File: src/rtl/mem_req_pkg.sv
// rtl/mem_req_pkg.sv - shared widths, opcode and state encodings for mem_req_engine
package mem_req_pkg;

  localparam int ADDR_W_DEF = 10;
  localparam int DATA_W_DEF = 64;
  localparam int LEN_W_DEF  = 11;

  typedef enum logic {
    OP_FILL = 1'b0,
    OP_SUM  = 1'b1
  } op_e;

  typedef enum logic [2:0] {
    IDLE  = 3'd0,
    FILL  = 3'd1,
    READ  = 3'd2,
    DRAIN = 3'd3,
    RESP  = 3'd4
  } state_e;

endpackage

File: src/rtl/mem_req_engine.sv
// rtl/mem_req_engine.sv - command-driven FILL/SUM engine over a word-addressed memory port
module mem_req_engine
  import mem_req_pkg::*;
#(
  parameter int ADDR_W = ADDR_W_DEF,
  parameter int DATA_W = DATA_W_DEF,
  parameter int LEN_W  = LEN_W_DEF
) (
  input  logic              clock,
  input  logic              reset_n,
  input  logic              cmd_valid,
  output logic              cmd_ready,
  input  logic              cmd_op,
  input  logic [ADDR_W-1:0] cmd_addr,
  input  logic [LEN_W-1:0]  cmd_len,
  input  logic [DATA_W-1:0] cmd_data,
  output logic              resp_valid,
  input  logic              resp_ready,
  output logic [DATA_W-1:0] resp_data,
  output logic              resp_err,
  output logic              mem_rqvalid,
  output logic              mem_wren,
  output logic [ADDR_W-1:0] mem_addr,
  output logic [DATA_W-1:0] mem_wrdata,
  input  logic              mem_rdvalid,
  input  logic [DATA_W-1:0] mem_rddata
);

  localparam int unsigned MAX_LEN = 2 ** ADDR_W;

  state_e            state, state_nxt;
  logic [LEN_W-1:0]  len_q;
  logic [LEN_W-1:0]  issue_cnt;
  logic [LEN_W-1:0]  ret_cnt;
  logic [DATA_W-1:0] acc;

  logic accept, len_zero, len_big, last_issue, last_ret, rd_live;

  assign accept     = cmd_valid && cmd_ready;
  assign len_zero   = (cmd_len == '0);
  assign len_big    = (32'(cmd_len) > MAX_LEN);
  assign last_issue = (issue_cnt == len_q);
  assign last_ret   = ((ret_cnt + LEN_W'(1)) == len_q);
  assign rd_live    = ((state == READ) || (state == DRAIN)) && mem_rdvalid;

  always_ff @(posedge clock or negedge reset_n) begin
    if (!reset_n) state <= IDLE;
    else          state <= state_nxt;
  end

  always_comb begin
    state_nxt = state;
    case (state)
      IDLE: begin
        if (accept) begin
          if (len_zero || len_big)           state_nxt = RESP;
          else if (op_e'(cmd_op) == OP_SUM)  state_nxt = READ;
          else                               state_nxt = FILL;
        end
      end
      FILL:    if (last_issue) state_nxt = RESP;
      READ:    if (last_issue) state_nxt = DRAIN;
      DRAIN:   if (mem_rdvalid && last_ret) state_nxt = RESP;
      RESP:    if (resp_ready) state_nxt = IDLE;
      default: state_nxt = IDLE;
    endcase
  end

  // cmd_ready is gated by reset_n so nothing is offered while reset is held.
  always_comb begin
    cmd_ready  = 1'b0;
    resp_valid = 1'b0;
    cmd_ready  = (state == IDLE) && reset_n;
    resp_valid = (state == RESP);
  end

  always_ff @(posedge clock or negedge reset_n) begin
    if (!reset_n) begin
      len_q       <= '0;
      issue_cnt   <= '0;
      ret_cnt     <= '0;
      acc         <= '0;
      resp_data   <= '0;
      resp_err    <= 1'b0;
      mem_rqvalid <= 1'b0;
      mem_wren    <= 1'b0;
      mem_addr    <= '0;
      mem_wrdata  <= '0;
    end else begin
      case (state)
        IDLE: begin
          if (accept) begin
            len_q      <= cmd_len;
            issue_cnt  <= LEN_W'(1);
            ret_cnt    <= '0;
            acc        <= '0;
            mem_addr   <= cmd_addr;
            mem_wrdata <= cmd_data;
            resp_data  <= '0;
            resp_err   <= len_big;
            if (!len_zero && !len_big) begin
              mem_rqvalid <= 1'b1;
              mem_wren    <= (op_e'(cmd_op) == OP_FILL);
            end
          end
        end
        FILL, READ: begin
          if (last_issue) begin
            mem_rqvalid <= 1'b0;
            mem_wren    <= 1'b0;
            if (state == FILL) resp_data <= DATA_W'(len_q);
          end else begin
            issue_cnt  <= issue_cnt + LEN_W'(1);
            mem_addr   <= mem_addr + ADDR_W'(1);
            mem_wrdata <= mem_wrdata + DATA_W'(1);
          end
        end
        RESP: begin
          if (resp_ready) begin
            resp_data <= '0;
            resp_err  <= 1'b0;
          end
        end
        default: ;
      endcase

      // Read returns lag issue by one cycle, so they straddle READ and DRAIN.
      if (rd_live) begin
        acc     <= acc + mem_rddata;
        ret_cnt <= ret_cnt + LEN_W'(1);
        if ((state == DRAIN) && last_ret) resp_data <= acc + mem_rddata;
      end
    end
  end

endmodule

File: config.mk
export PLATFORM = sky130hd
export DESIGN_NAME = mem_req_engine
export DESIGN_NICKNAME = d
export VERILOG_FILES = /design/src/rtl/mem_req_pkg.sv /design/src/rtl/mem_req_engine.sv
export SDC_FILE = /design/constraint.sdc
export NUM_CORES = 1
export LEC_CHECK = 0
export CORE_ASPECT_RATIO = 1.1
export CORE_MARGIN = 10
export CORE_UTILIZATION = 35
export DETAILED_ROUTE_END_ITERATION = 8
export GPL_TIMING_DRIVEN = 0
export PLACE_DENSITY = 0.57
export SLEW_MARGIN = 20
export SYNTH_ARGS = -nofsm -noshare
export SYNTH_HDL_FRONTEND = slang
export SYNTH_SLANG_ARGS = --single-unit
File: constraint.sdc
create_clock -name clock -period 8.5 [get_ports clock]
set_input_delay 1.275 -clock clock [delete_from_list [all_inputs] [get_ports clock]]
set_output_delay 1.275 -clock clock [all_outputs]
set_load 0.02 [all_outputs]
==> results.txt <==
----------------------------------------------------
[Place]
  Hpwl dp ... approximately 50 mm
  Final GP Congestion ... 0.918
  Port Buffer Count ... about 300
  Pre-CTS WS ... roughly 3400 ps

[Outcome]
  Result of the run ... finished, final reports clean

[Route]
  Final wirelength ... around 67 mm
  DRC violations left ... 0
  Mean number of vias per cell ... 5.78
  Post-DRT Antenna Nets ... 0
  DR WL/cell ... around 24 um
  Vias after detailed routing ... ~16k
  Detailed-routing iteration count for the pre-antenna-repair pass ... 6
  Drt first-iter violations ... roughly 1.4k

[Global route]
  Largest net degree at the start of global routing ... just over 90
  Global-route wire length before repair ... around 100 mm
  Via count of the first global-routing pass ... roughly 16k
  Total global routing track utilization ... a little under a quarter
  Total global routing overflow ... 0
  Initial antenna violation count ... 7

[STA]
  Worst slew slack as a fraction of its limit ... ~36%
  Slack of the critical path ... roughly 3700 ps
  Tightest Pin Transition ... roughly 960 ps
  Post-route minimum period ... 4780 ps
  Peak Freq ... around 210 MHz
  Share of the clock period used by the worst path ... between 50% and 60%
  Clock Skews ... 24.3 ps
  Total of endpoints with negative setup slack in the final report ... 0
  Total count of max-transition violations in the final report ... 0
  Setup repair after global routing missed its margin ... no
  Final hold violation count ... 0
  Min Hold Slack ... around 480 ps

[Clock network]
  Post-CTS setup buffer count ... 0
  Largest buffer count on any clock path ... 3
  Root Buffer Master ... sky130_fd_sc_hd__clkbuf_16
  Hold_buf cts ... 0
  Clock transition time at the flip-flop clock pins of the worst setup and hold paths ... 60 ps
  Skew-Pair Late Insertion Delay ... 590 ps
  Clock tree from TritonCTS ... done
  Cells resized by post-CTS repair ... 0
  Number of H-tree levels ... 1
  Sinks on the clock net ... 241
  Number of buffers inserted during clock tree synthesis ... 30

[Setup path]
  Source of the critical timing path ... reset_n
  Endpoint of the most critical setup path ... cmd_ready
  Maximum fanout encountered on the critical timing path ... 90
  Setup Crit Path Kind ... primary input to primary output
  Startpoint types ... primary input
  Number of buffer and inverter stages on the critical path ... 3
  WP data arrival ... 3510 ps
  Stages on worst setup path ... 4
  Crit. End Element ... primary output
  Biggest cell delay along the critical path ... 720 ps
  Cell class contributing the biggest share of worst-path delay ... buffers and inverters
  Worst reg2reg path depth ... 12
  Reg2Reg Launch Point ... acc[0]$_DFFE_PN0P_
  Slack of the worst reg-to-reg path ... about 4900 ps
  Slowest library cell on the worst path ... sky130_fd_sc_hd__clkdlybuf4s50_1
  WP data required ... between 7000 and 8000 ps
  Reg2Reg Capture Point ... resp_data[58]$_DFF_PN0_
  Cell Chain, Critical Path ... buf_8, buf_16, nor4b_2, clkdlybuf4s50_1

[Die]
  Die footprint ... 0.0535 sq mm
  X dimension of the die ... 221 um
  I/O pin total ... roughly 300
  Core region area ... around 0.044 sq mm
  Cell row count ... between 80 and 90
  Effective utilization at floorplan ... 35.3%
  Chip Height ... 242 um

[Pwr]
  Leakage power summed over all cells ... 8.61 nW
  Peak supply drop ... 0.190 mV
  Internal power contribution ... 0.00365 W
  Power density relative to cell area ... approximately 340 mW/mm^2
  Switching share of total power ... between 40 and 50%
  Sequential group share of total power ... between 20% and 30%
  Logic pwr share ... 54.1%
  Clock share of power ... between 10% and 20%
  Sw power ... 0.00338 W

[Layout]
  Area Growth Syn to Fin ... 30.8%
  Layout net count ... around 2.4k
  Share of cells above drive strength 1 ... under 10%
  Fill cell count ... between 4k and 5k

[Logic synthesis]
  EDFF count, synth ... 0
  Syn_area_per_cell ... around 8.3 sq um
  Post-Synthesis Cell Area ... 0.0156 sq mm
  Number of distinct library cells after synthesis ... 87
  Most area-hungry cell type in the Yosys netlist ... sky130_fd_sc_hd__dfrtp_1
  Number of nets in the synthesized netlist ... between 2k and 2.5k
  Async S/R FF share, synth ... 100%
  FF+latch count, synth ... approximately 240
  Prevailing post-synth register cell ... sky130_fd_sc_hd__dfrtp_1
  Share of Yosys cell area claimed by the top area cell type ... approximately two fifths
  Part of the Yosys area used for sequential elements ... 38.6%
  Yosys warnings ... 0
  Top area cells in the synthesized netlist ... sky130_fd_sc_hd__dfrtp_1, sky130_fd_sc_hd__nand2_1, sky130_fd_sc_hd__o21ai_0
  Number of cells produced by synthesis ... roughly 1.9k

[Flow run]
  Max-cap violation count ... 0

[Worst hold path]
  Path class of the lowest-slack min-delay path ... flop to flop

----------------------------------------------------
stage by stage:
| stage | area (sq um) | power [W] | util [%] | TNS [ps] | cells |
|---|---|---|---|---|---|
| after floorplan | 15600 | 0.00415 | - | 0 | 1885 |
| after global placement | 19300 | 0.00561 | 43.6 | -2438260 | 2763 |
| after detailed placement | 19400 | 0.00565 | 43.8 | 0 | 2765 |
| after CTS | 20400 | 0.00703 | 46.1 | 0 | 2821 |
| after global routing | 20400 | 0.00752 | 46.1 | 0 | 2822 |
| final | 20400 | 0.00704 | 46.1 | 0 | 2825 |
registers in the layout, indices dropped and copies added, names as in the netlist:
register	count
acc	64
ret_cnt	11
mem_addr	10
len_q	11
mem_wren	1
resp_data	64
mem_rqvalid	1
mem_wrdata	64
issue_cnt	11
state	3
resp_err	1
logic make-up after synthesis:
| kind of cell | share of synthesized area (%) |
|---|---|
| flops | 38.6 |
| compound gates | 24.2 |
| fa+ha+maj | 5.50 |
| xor+xnor | 5.10 |
| buf+inv | 4.10 |
| simple gates | 22.1 |
| mux | 0.385 |
synth_stat cells, types with 7 or more instances:
master,instances
sky130_fd_sc_hd__nor4_1,11
sky130_fd_sc_hd__and2_1,15
sky130_fd_sc_hd__a211o_1,11
sky130_fd_sc_hd__nand4_1,56
sky130_fd_sc_hd__inv_1,47
sky130_fd_sc_hd__and3_1,33
sky130_fd_sc_hd__a211oi_1,10
sky130_fd_sc_hd__xor2_1,35
sky130_fd_sc_hd__o31ai_1,18
sky130_fd_sc_hd__a32oi_1,15
sky130_fd_sc_hd__nor2_1,134
sky130_fd_sc_hd__o22ai_1,11
sky130_fd_sc_hd__a21oi_1,155
sky130_fd_sc_hd__nand2_1,265
sky130_fd_sc_hd__nor3_1,30
sky130_fd_sc_hd__a221o_1,7
sky130_fd_sc_hd__buf_2,11
sky130_fd_sc_hd__o21ai_0,173
sky130_fd_sc_hd__buf_1,10
sky130_fd_sc_hd__dfrtp_1,241
sky130_fd_sc_hd__a32o_1,8
sky130_fd_sc_hd__clkbuf_1,91
sky130_fd_sc_hd__a21o_1,24
sky130_fd_sc_hd__nand3_1,127
sky130_fd_sc_hd__o21bai_1,19
sky130_fd_sc_hd__nand2b_1,7
sky130_fd_sc_hd__o21a_1,15
sky130_fd_sc_hd__a21boi_0,7
sky130_fd_sc_hd__a31oi_1,29
sky130_fd_sc_hd__ha_1,67
sky130_fd_sc_hd__xnor2_1,56
sky130_fd_sc_hd__a22o_1,14
sky130_fd_sc_hd__a221oi_1,14
per-layer routing:
layer | global-route usage, % | vias to the layer above | wire [um] | part of all wire [%]
li1 | - | 7605 | - | -
met1 | 28.7 | 8005 | 27200 | 41
met2 | 41.1 | 599 | 32300 | 49
met3 | 5.74 | 114 | 5020 | 7.5
met4 | 7.24 | 8 | 1940 | 2.9
met5 | 0 | - | 49 | 0.074
cell usage in the layout, fill, tap and decap left out, drive strengths merged, types with 16 or more instances in the layout:
| master | n |
|---|---|
| a21oi | 156 |
| and3 | 33 |
| o21ai | 179 |
| a31oi | 29 |
| nand3 | 128 |
| dfrtp | 241 |
| nor2 | 134 |
| o31ai | 18 |
| inv | 47 |
| and2 | 16 |
| ha | 67 |
| o21bai | 19 |
| a21o | 24 |
| nor3 | 33 |
| xor2 | 35 |
| clkdlybuf4s50 | 296 |
| buf | 27 |
| nand2 | 266 |
| xnor2 | 56 |
| nand4 | 56 |
| clkbuf | 135 |
worst reg2reg max path: stages (launching register included):
cell                       delay [ps]
sky130_fd_sc_hd__dfrtp_1          350
sky130_fd_sc_hd__ha_1             170
sky130_fd_sc_hd__inv_1             60
sky130_fd_sc_hd__fa_1             400
sky130_fd_sc_hd__nor2b_1          170
sky130_fd_sc_hd__o31a_1           220
sky130_fd_sc_hd__o31ai_1          140
sky130_fd_sc_hd__a211oi_1         740
sky130_fd_sc_hd__o21ai_0          240
sky130_fd_sc_hd__a21oi_1          390
sky130_fd_sc_hd__a21boi_0         180
sky130_fd_sc_hd__xnor2_1          320
sky130_fd_sc_hd__o21ai_0          120
cell type report:
cell class	instances	area (sq um)	share of cell area, %
Buffer	115	464	2.27
Clock buffer	44	915	4.48
Tap cell	581	727	3.56
Timing Repair Buffer	299	3030	14.9
Inverter	47	176	0.864
Clock inverter	12	121	0.594
Multi-Input combinational cell	1482	8950	43.8
Sequential cell	241	6030	29.5
Antenna cell	4	10.0	0.0490
worst min-delay path by stage:
stage,startpoint,end,slack [ps],depth (start not counted)
floorplan,acc[18]$_DFFE_PN0P_,acc[18]$_DFFE_PN0P_,450,2
global placement,mem_rqvalid$_DFFE_PN0P_,mem_rqvalid$_DFFE_PN0P_,470,2
detailed placement,resp_data[22]$_DFF_PN0_,resp_data[22]$_DFF_PN0_,470,2
CTS,resp_data[22]$_DFF_PN0_,resp_data[22]$_DFF_PN0_,490,2
global route,acc[20]$_DFFE_PN0P_,acc[20]$_DFFE_PN0P_,520,2
finish,acc[49]$_DFFE_PN0P_,acc[49]$_DFFE_PN0P_,480,2
power by group through the flow:
stage / clock network [W] / registers (W) / logic, W
after floorplan: 0 / 0.00198 / 0.00217
final: 0.00134 / 0.00189 / 0.00380
after global routing: 0.00142 / 0.00194 / 0.00417
after CTS: 0.00137 / 0.00188 / 0.00378
after global placement: 0 / 0.00189 / 0.00373
after detailed placement: 0 / 0.00189 / 0.00376
No activity file was read; power rests on OpenSTA's default activity.
